$ cat src/rtl/cpu_pkg.sv
// Shared encodings for the 19-bit CPU control path: instruction fields,
// opcodes, ALU select codes, sequencer states and the decoded-instruction bundle.
package cpu_pkg;

    localparam int INSTR_LEN = 19;
    localparam int OP_MSB    = 18;
    localparam int OP_LSB    = 14;
    localparam int RD_MSB    = 13;
    localparam int RD_LSB    = 11;
    localparam int RA_MSB    = 10;
    localparam int RA_LSB    = 8;
    localparam int RB_MSB    = 7;
    localparam int RB_LSB    = 5;
    localparam int ADDR_MSB  = 7;
    localparam int ADDR_LSB  = 0;

    localparam logic [4:0] OP_LD   = 5'b01000;
    localparam logic [4:0] OP_ST   = 5'b01001;
    localparam logic [4:0] OP_JMP  = 5'b10000;
    localparam logic [4:0] OP_BEQ  = 5'b10001;
    localparam logic [4:0] OP_BNE  = 5'b10010;
    localparam logic [4:0] OP_CALL = 5'b10011;
    localparam logic [4:0] OP_RET  = 5'b10100;
    localparam logic [4:0] OP_NOP  = 5'b11110;
    localparam logic [4:0] OP_HLT  = 5'b11111;

    localparam logic [3:0] ALU_ADD = 4'd0;
    localparam logic [3:0] ALU_SUB = 4'd1;

    localparam logic WD_ALU = 1'b0;
    localparam logic WD_MEM = 1'b1;

    typedef enum logic [2:0] {
        S_FETCH  = 3'd0,
        S_DECODE = 3'd1,
        S_EXEC   = 3'd2,
        S_MEM    = 3'd3,
        S_WB     = 3'd4,
        S_HALT   = 3'd5
    } state_t;

    typedef struct packed {
        logic       is_alu;
        logic       is_ld;
        logic       is_st;
        logic       is_jmp;
        logic       is_beq;
        logic       is_bne;
        logic       is_call;
        logic       is_ret;
        logic       is_nop;
        logic       is_hlt;
        logic [3:0] alu_op;
        logic [2:0] rd;
        logic [2:0] ra;
        logic [2:0] rb;
        logic [7:0] addr;
    } dec_t;

endpackage

$ cat src/rtl/instr_decoder.sv
// Purely combinational instruction decoder: one-hot class flags, ALU select
// and register/address fields for a single instruction word.
module instr_decoder
    import cpu_pkg::*;
(
    input  logic [INSTR_LEN-1:0] instr,
    output dec_t                 dec
);

    logic [4:0] op;

    always_comb begin
        op         = instr[OP_MSB:OP_LSB];
        dec        = '0;
        dec.rd     = instr[RD_MSB:RD_LSB];
        dec.ra     = instr[RA_MSB:RA_LSB];
        dec.rb     = instr[RB_MSB:RB_LSB];
        dec.addr   = instr[ADDR_MSB:ADDR_LSB];
        if (op[4:3] == 2'b00) begin
            dec.is_alu = 1'b1;
            dec.alu_op = op[3:0];
        end else begin
            case (op)
                OP_LD:   dec.is_ld   = 1'b1;
                OP_ST:   dec.is_st   = 1'b1;
                OP_JMP:  dec.is_jmp  = 1'b1;
                OP_BEQ: begin
                    dec.is_beq = 1'b1;
                    dec.alu_op = ALU_SUB;
                end
                OP_BNE: begin
                    dec.is_bne = 1'b1;
                    dec.alu_op = ALU_SUB;
                end
                OP_CALL: dec.is_call = 1'b1;
                OP_RET:  dec.is_ret  = 1'b1;
                OP_HLT:  dec.is_hlt  = 1'b1;
                // Undefined opcodes fall through to NOP behaviour.
                default: dec.is_nop  = 1'b1;
            endcase
        end
    end

endmodule

$ cat src/rtl/cpu_ctrl_fsm.sv
// Multi-cycle fetch/decode/execute sequencer: owns PC and IR, drives the
// register-file strobes and selects, the ALU select and the data-memory handshake.
module cpu_ctrl_fsm
    import cpu_pkg::*;
#(
    parameter int              PC_W    = 8,
    parameter int              INSTR_W = 19,
    parameter logic [PC_W-1:0] RST_PC  = '0
) (
    input  logic               clk,
    input  logic               reset,
    output logic [PC_W-1:0]    imem_addr,
    input  logic [INSTR_W-1:0] imem_rdata,
    input  logic               alu_zero,
    output logic [3:0]         alu_op,
    output logic               dmem_req,
    output logic               dmem_we,
    input  logic               dmem_ready,
    input  logic [PC_W-1:0]    stack_top,
    output logic               regwrite,
    output logic               push,
    output logic               pop,
    output logic [PC_W-1:0]    stack_pc,
    output logic [2:0]         rs1,
    output logic [2:0]         rs2,
    output logic [2:0]         ws,
    output logic               wd_sel,
    output logic               halted
);

    state_t              state_q, state_d;
    logic [PC_W-1:0]     pc_q, pc_d;
    logic [INSTR_W-1:0]  ir_q, ir_d;
    logic [PC_W-1:0]     pc_inc;
    logic [PC_W-1:0]     pc_tgt;
    dec_t                dec;

    instr_decoder u_dec (
        .instr (ir_q),
        .dec   (dec)
    );

    assign pc_inc = pc_q + PC_W'(1);
    assign pc_tgt = PC_W'(dec.addr);

    always_comb begin
        state_d = state_q;
        pc_d    = pc_q;
        ir_d    = ir_q;
        case (state_q)
            S_FETCH:  state_d = S_DECODE;
            S_DECODE: begin
                ir_d    = imem_rdata;
                state_d = S_EXEC;
            end
            S_EXEC: begin
                if (dec.is_alu) begin
                    state_d = S_WB;
                end else if (dec.is_ld || dec.is_st) begin
                    state_d = S_MEM;
                end else if (dec.is_hlt) begin
                    state_d = S_HALT;
                end else begin
                    state_d = S_FETCH;
                    if (dec.is_jmp || dec.is_call) begin
                        pc_d = pc_tgt;
                    end else if (dec.is_beq) begin
                        pc_d = alu_zero ? pc_tgt : pc_inc;
                    end else if (dec.is_bne) begin
                        pc_d = alu_zero ? pc_inc : pc_tgt;
                    end else if (dec.is_ret) begin
                        // Return address is the stack top before this cycle's pop.
                        pc_d = stack_top;
                    end else if (dec.is_nop) begin
                        pc_d = pc_inc;
                    end
                end
            end
            S_MEM: begin
                if (dmem_ready) begin
                    if (dec.is_st) begin
                        pc_d    = pc_inc;
                        state_d = S_FETCH;
                    end else begin
                        state_d = S_WB;
                    end
                end
            end
            S_WB: begin
                pc_d    = pc_inc;
                state_d = S_FETCH;
            end
            S_HALT:  state_d = S_HALT;
            default: state_d = S_FETCH;
        endcase
    end

    always_ff @(posedge clk) begin
        if (!reset) begin
            state_q <= S_FETCH;
            pc_q    <= RST_PC;
            ir_q    <= '0;
        end else begin
            state_q <= state_d;
            pc_q    <= pc_d;
            ir_q    <= ir_d;
        end
    end

    // Selects come straight from IR, so they hold from EXEC through MEM and WB.
    always_comb begin
        imem_addr = pc_q;
        rs1       = dec.ra;
        rs2       = dec.rb;
        ws        = dec.rd;
        alu_op    = dec.alu_op;
        regwrite  = (state_q == S_WB);
        wd_sel    = ((state_q == S_WB) && dec.is_ld) ? WD_MEM : WD_ALU;
        push      = (state_q == S_EXEC) && dec.is_call;
        pop       = (state_q == S_EXEC) && dec.is_ret;
        stack_pc  = push ? pc_inc : '0;
        dmem_req  = (state_q == S_MEM);
        dmem_we   = (state_q == S_MEM) && dec.is_st;
        halted    = (state_q == S_HALT);
    end

endmodule

$ cat config.mk
export PLATFORM = sky130hd
export DESIGN_NAME = cpu_ctrl_fsm
export DESIGN_NICKNAME = d
export VERILOG_FILES = /design/src/rtl/cpu_pkg.sv /design/src/rtl/instr_decoder.sv /design/src/rtl/cpu_ctrl_fsm.sv
export SDC_FILE = /design/constraint.sdc
export NUM_CORES = 1
export LEC_CHECK = 0
export CORE_MARGIN = 8
export CORE_UTILIZATION = 49
export CTS_BUF_LIST = sky130_fd_sc_hd__clkbuf_8
export CTS_CLUSTER_SIZE = 25
export DETAILED_ROUTE_END_ITERATION = 8
export PLACE_DENSITY = 0.82
export SLEW_MARGIN = 20
export SYNTH_ARGS = -nofsm -noshare
export SYNTH_HDL_FRONTEND = slang
export SYNTH_HIERARCHICAL = 1
export SYNTH_SLANG_ARGS = --single-unit
export TNS_END_PERCENT = 1
$ cat constraint.sdc
create_clock -name clk -period 3.29 [get_ports clk]
set_input_delay 0.987 -clock clk [delete_from_list [all_inputs] [get_ports clk]]
set_output_delay 0.987 -clock clk [all_outputs]
set_load 0.01 [all_outputs]
After elaboration in Yosys (flattened, before gate mapping)

Cells that the tools add are included.

Bits in registers: 30
Logic and storage cells: 69

Add/subtract/negate cells: 1
Equal/unequal tests: 19
Multiplexer cells: 34
Reduce and logical (&&, ||, !) cells: 12

Operators by type and width:

| operator              | number |
|---|---|
| $mux W8               | 13 |
| $eq A5 B5 Y1 const B  | 6 |
| $pmux W8 S3           | 1 |
| $mux W3               | 5 |
| $pmux W3 S5           | 1 |
| $mux W1               | 12 |
| $eq A5 B4 Y1 const B  | 2 |
| $mux W9               | 1 |
| $add A8 B1 Y8 const B | 1 |
| $reduce_or A8 Y1      | 1 |
| $reduce_and A7 Y1     | 1 |
| $eq A3 B2 Y1 const B  | 2 |
| $eq A3 B3 Y1 const B  | 2 |
| $ne A2 B2 Y1 const B  | 3 |
| $ne A6 B6 Y1 const B  | 1 |
| $logic_and A1 B1 Y1   | 4 |
| $mux W4               | 1 |
| $ne A2 B1 Y1 const B  | 2 |
| $eq A3 B1 Y1 const B  | 1 |
| $logic_not A3 Y1      | 1 |
| $reduce_bool A3 Y1    | 1 |
| $logic_not A2 Y1      | 1 |
| $logic_or A1 B1 Y1    | 2 |
| $reduce_or A2 Y1      | 1 |

Logic depth before layout (Yosys ltp)

Word-level depth: 13
Mapped depth: 11
Depth with buffers taken out: 8

Modules after synthesis

The synthesis kept the hierarchy.

By module, submodules not included:

| module        | instances | cells each | area each (um2) | seq. area each (um2) |
|---|---|---|---|---|
| cpu_ctrl_fsm  | 1         | 266        | 1991.9          | 600.6 |
| instr_decoder | 1         | 47         | 311.5           | 0.0 |

Worst setup path after synthesis

No wires, ideal clock.

Path kind: register -> output
Start point: reg ir_q[18]
End point: out stack_pc[5]
Arrival time: 1.511 ns
Data required time: 2.303 ns
Path slack: 0.792 ns
Cell stages (with the launch flop): 8
Cells stage by stage: dfxtp_1 inv_2 or3_4 nor2_1 buf_6 nand2_1 inv_1 and2_1

RTL lines:

| item                   | line                | RTL |
|---|---|---|
| from (decl)            | cpu_ctrl_fsm.sv:33  | `logic [INSTR_W-1:0] ir_q, ir_d;` |
| from (signal assigned) | cpu_ctrl_fsm.sv:106 | `ir_q <= ir_d;` |
| to (decl)              | cpu_ctrl_fsm.sv:23  | `output logic [PC_W-1:0] stack_pc,` |

Worst setup path after layout

Start point: reg pc_q[5] (netlist: imem_addr[5])
End point: out stack_pc[7]

Longest elaborated chain between the ends: 2

Ends and longest elaborated chain:

| item                   | line                | RTL |
|---|---|---|
| from (decl)            | cpu_ctrl_fsm.sv:32  | `logic [PC_W-1:0] pc_q, pc_d;` |
| from (signal assigned) | cpu_ctrl_fsm.sv:105 | `pc_q <= pc_d;` |
| $add A8 B1 Y8          | cpu_ctrl_fsm.sv:43  | `assign pc_inc = pc_q + PC_W'(1);` |
| $mux W8                | cpu_ctrl_fsm.sv:121 | `stack_pc = push ? pc_inc : '0;` |

No other way between the ends.

==> impl_metrics.tcl <==
set metrics [dict create \
    multi_input_area_um2 1430 \
    ys_top_cells_by_count "nand2_1 (54), dfxtp_1 (30), nor2_1 (25)" \
    fin_ws_ns 0.133 \
    switchingPower_w 0.000324 \
    synth_most_common_cell "nand2_1" \
    synth_enable_flop_cells 0 \
    area_growth_pct 27.6 \
    netSwitchingFraction_pct 31.6 \
    post-synth-top-area-cell "dfxtp_1" \
    htreeDepth 2 \
    slew_headroom_pct 51.7 \
    synth_top_area_share_pct 26.1 \
    cts.clk_slew.worst_paths_ns 0.06 \
    dieArea_um2 7150 \
    die_width_um 84.6 \
    track_usage_pct 17.7 \
    placed_cell_area_um2 2830 \
    nets 386 \
    combPwrFrac_pct 27.9 \
    grt_max_degree 20 \
    synth-main-ff-cell "dfxtp_1" \
    syn-mean-instance-area_um2 7.36 \
    setup-violations-final 0 \
    die_y_um 84.6 \
    grt_pass1_wl_um 10500 \
    stdcell_area_um2 2940 \
    fin_crit_sh_pct 96.0 \
    worst_path_largest_cell_delay_ns 0.54 \
    cap_violations 0 \
    grt_pass1_vias 2197 \
    min_path_type "reg -> reg" \
    crit_required_ns 2.30 \
    boundaryPins 67 \
    core-area_um2 4630 \
    ant_nets 0 \
    startpoint_type "register" \
    seq_area_um2 607 \
    total_leakage_power_nw 1.09 \
    grt_antenna_before_repair 0 \
    synthArstFlopShare_pct 0 \
    synth-seq-cells 30 \
    netlist_area_um2 2300 \
    first_pass_iters 5 \
    numCtsBuffers 5 \
    ys_seq_area_share_pct 26.1 \
    gp_congestion 0.858 \
    clock.fmax_mhz 317 \
    diodes 0 \
    viasPerCell 5.68 \
    synth_fp_nets 345 \
    rsz0062_at_grt "false" \
    post_route_cells_drive_above_1_share_pct 11.5 \
    final_hold_viol_count 0 \
    critical_path.slowest_cell "clkdlybuf4s50_1" \
    io_buffer_count 65 \
    drc 0 \
    synth_cells 313 \
    end_kind "output port" \
    cts_root_buffer "clkbuf_8" \
    cp_max_fo 6 \
    setup_tns_ns 0 \
    clock_skew_ns 0.00342 \
    p_int_w 0.000700 \
    period_needed_ns 3.16 \
    powerDensity_nw_per_um2 348 \
    rows 25 \
    drtIter0Drc 176 \
    worstPathBufferInverterCount 1 \
    wl_per_cell_um 15.1 \
    holdBufCountCts 0 \
    routed_wl_um 6180 \
    clock_latency_ns 0.28 \
    cts_buffer_depth 2 \
    synth.distinct_cells 64 \
    fillerInstances 409 \
    start_util_pct 49.8 \
    path_cells "nand4_1 -> or4_1 -> and2_1 -> nor2_1 -> clkdlybuf4s50_1" \
    cts.sinks 30 \
    seqPwrFrac_pct 42.4 \
    status "finished, final reports clean" \
    path_class "reg -> out" \
    dp_hpwl_um 4690 \
    cpLargestDelayFamily "simple AND/OR/NAND/NOR gates" \
    clock_power_share_pct 29.7 \
    grt-ovfl-total 0 \
    cts_tree "yes" \
    pre_cts_slack_ns 0.315 \
    finalMaxSlewViolations 0 \
    post_synth_main_area_contributors "dfxtp_1 (26%), nand2_1 (8.8%), a21boi_0 (6.5%), buf_4 (6.5%), nor2_1 (4.1%)" \
    cp_data_arrival_time_ns 2.17 \
    vdd_ir_drop_max_mv 0.258 \
    yosysWarnings 6 \
    routed-via-count 2324 \
    worst_slew_pin_slew_ns 0.723 \
]
-- through the flow --
stage                     hold WS (ns)  cells  total power [W]  util, %
after global placement           0.448    401         0.000717     61.1
after global routing             0.482    409          0.00108     63.5
after floorplan                  0.444    313         0.000633        -
after detailed placement         0.455    401         0.000722     61.1
final                            0.462    409          0.00102     63.5
after CTS                        0.464    409          0.00103     63.2
-- worst reg2reg max path, cell delays in order, from the launching register on --
cell and delay (ns):
dfxtp_1 0.52, nand2b_1 0.23, nor2_1 0.07, buf_4 0.18, or4_4 0.57, o311ai_2 0.33, nand2_2 0.24, a21bo_2 0.25
a21boi_1 0.15
-- power groups by stage --
stage / clock network [W] / registers (W) / logic, W
finish: 0.000304 / 0.000434 / 0.000286
global route: 0.000325 / 0.000440 / 0.000317
CTS: 0.000311 / 0.000432 / 0.000284
detailed placement: 0 / 0.000440 / 0.000282
global placement: 0 / 0.000438 / 0.000279
floorplan: 0 / 0.000423 / 0.000209
-- flip-flops by register name, summed over array words and instances (netlist names) --
| signal | cells |
|---|---|
| ir_q | 19 |
| imem_addr | 8 |
| state_q | 3 |
-- area by class of cell --
type                    instances  area share, %
clock buffers                   6           2.81
inverters                       9           1.15
clock inverters                 2          0.298
repair buffers                 73           24.2
well taps                      54           2.30
multi-input cells             235           48.6
flip-flops and latches         30           20.6
-- placed cells by master, fill, tap and decap left out, drive strengths merged, types with 2 or more instances in the layout --
cell and n:
xor2 3, o21ai 17, buf 8, nand3 6, o311ai 3, a21oi 10, clkbuf 6, a31oi 4
a221oi 2, a21boi 21, nor3b 3, a21bo 2, o221a 2, nor2 25, o22ai 3, xnor2 2
clkdlybuf4s50 65, or3 3, and3 6, nand4 2, a211o 3, and2 12, inv 10, or4 3
nor4 3, or2 2, o2111ai 3, nand2 55, nor3 7, a211oi 3, nor2b 5, mux2i 3
nand2b 3, dfxtp 30
-- metal layers --
metal  track usage [%]  part of all wire [%]  vias to the layer above
li1                  -                     -                     1166
met1              22.7                    46                     1071
met2              26.6                    43                       83
met3              6.83                   9.9                        4
met4              4.85                  0.79                        0
met5                 0                     0                        -
-- cell families (layout without fill, tap and decap cells) --
family | count (synthesis) | count (layout) | synth area share [%]
muxes | 4 | 4 | 1.79
AOI/OAI and AO/OA | 86 | 86 | 27.3
buffers and inverters | 48 | 90 | 12.4
and+or+nand+nor | 138 | 138 | 29.9
adders and majority gates | 1 | 1 | 0.543
other | 1 | 1 | 0.163
xor gates and xnor gates | 5 | 5 | 1.90
DFF | 30 | 30 | 26.1
-- path summary, 6_finish.rpt --
kind / startpoint / end / slack, ns / depth (start not counted)
worst min-delay path: ir_q[13] / ir_q[13] / 0.46 / 2
worst min register to register: ir_q[13] / ir_q[13] / 0.46 / 2
worst max register to register: ir_q[15] / imem_addr[3] / 0.68 / 8
worst max-delay path: imem_addr[5] / stack_pc[7] / 0.13 / 5
-- what timing repair did --
item | in CTS | in global routing
buffers inserted | 0 | 0
endpoints found under the setup margin | 1 | 7
cloned | 0 | 0
gates resized for setup | 1 | 8
(Power assumes the default switching activity.)
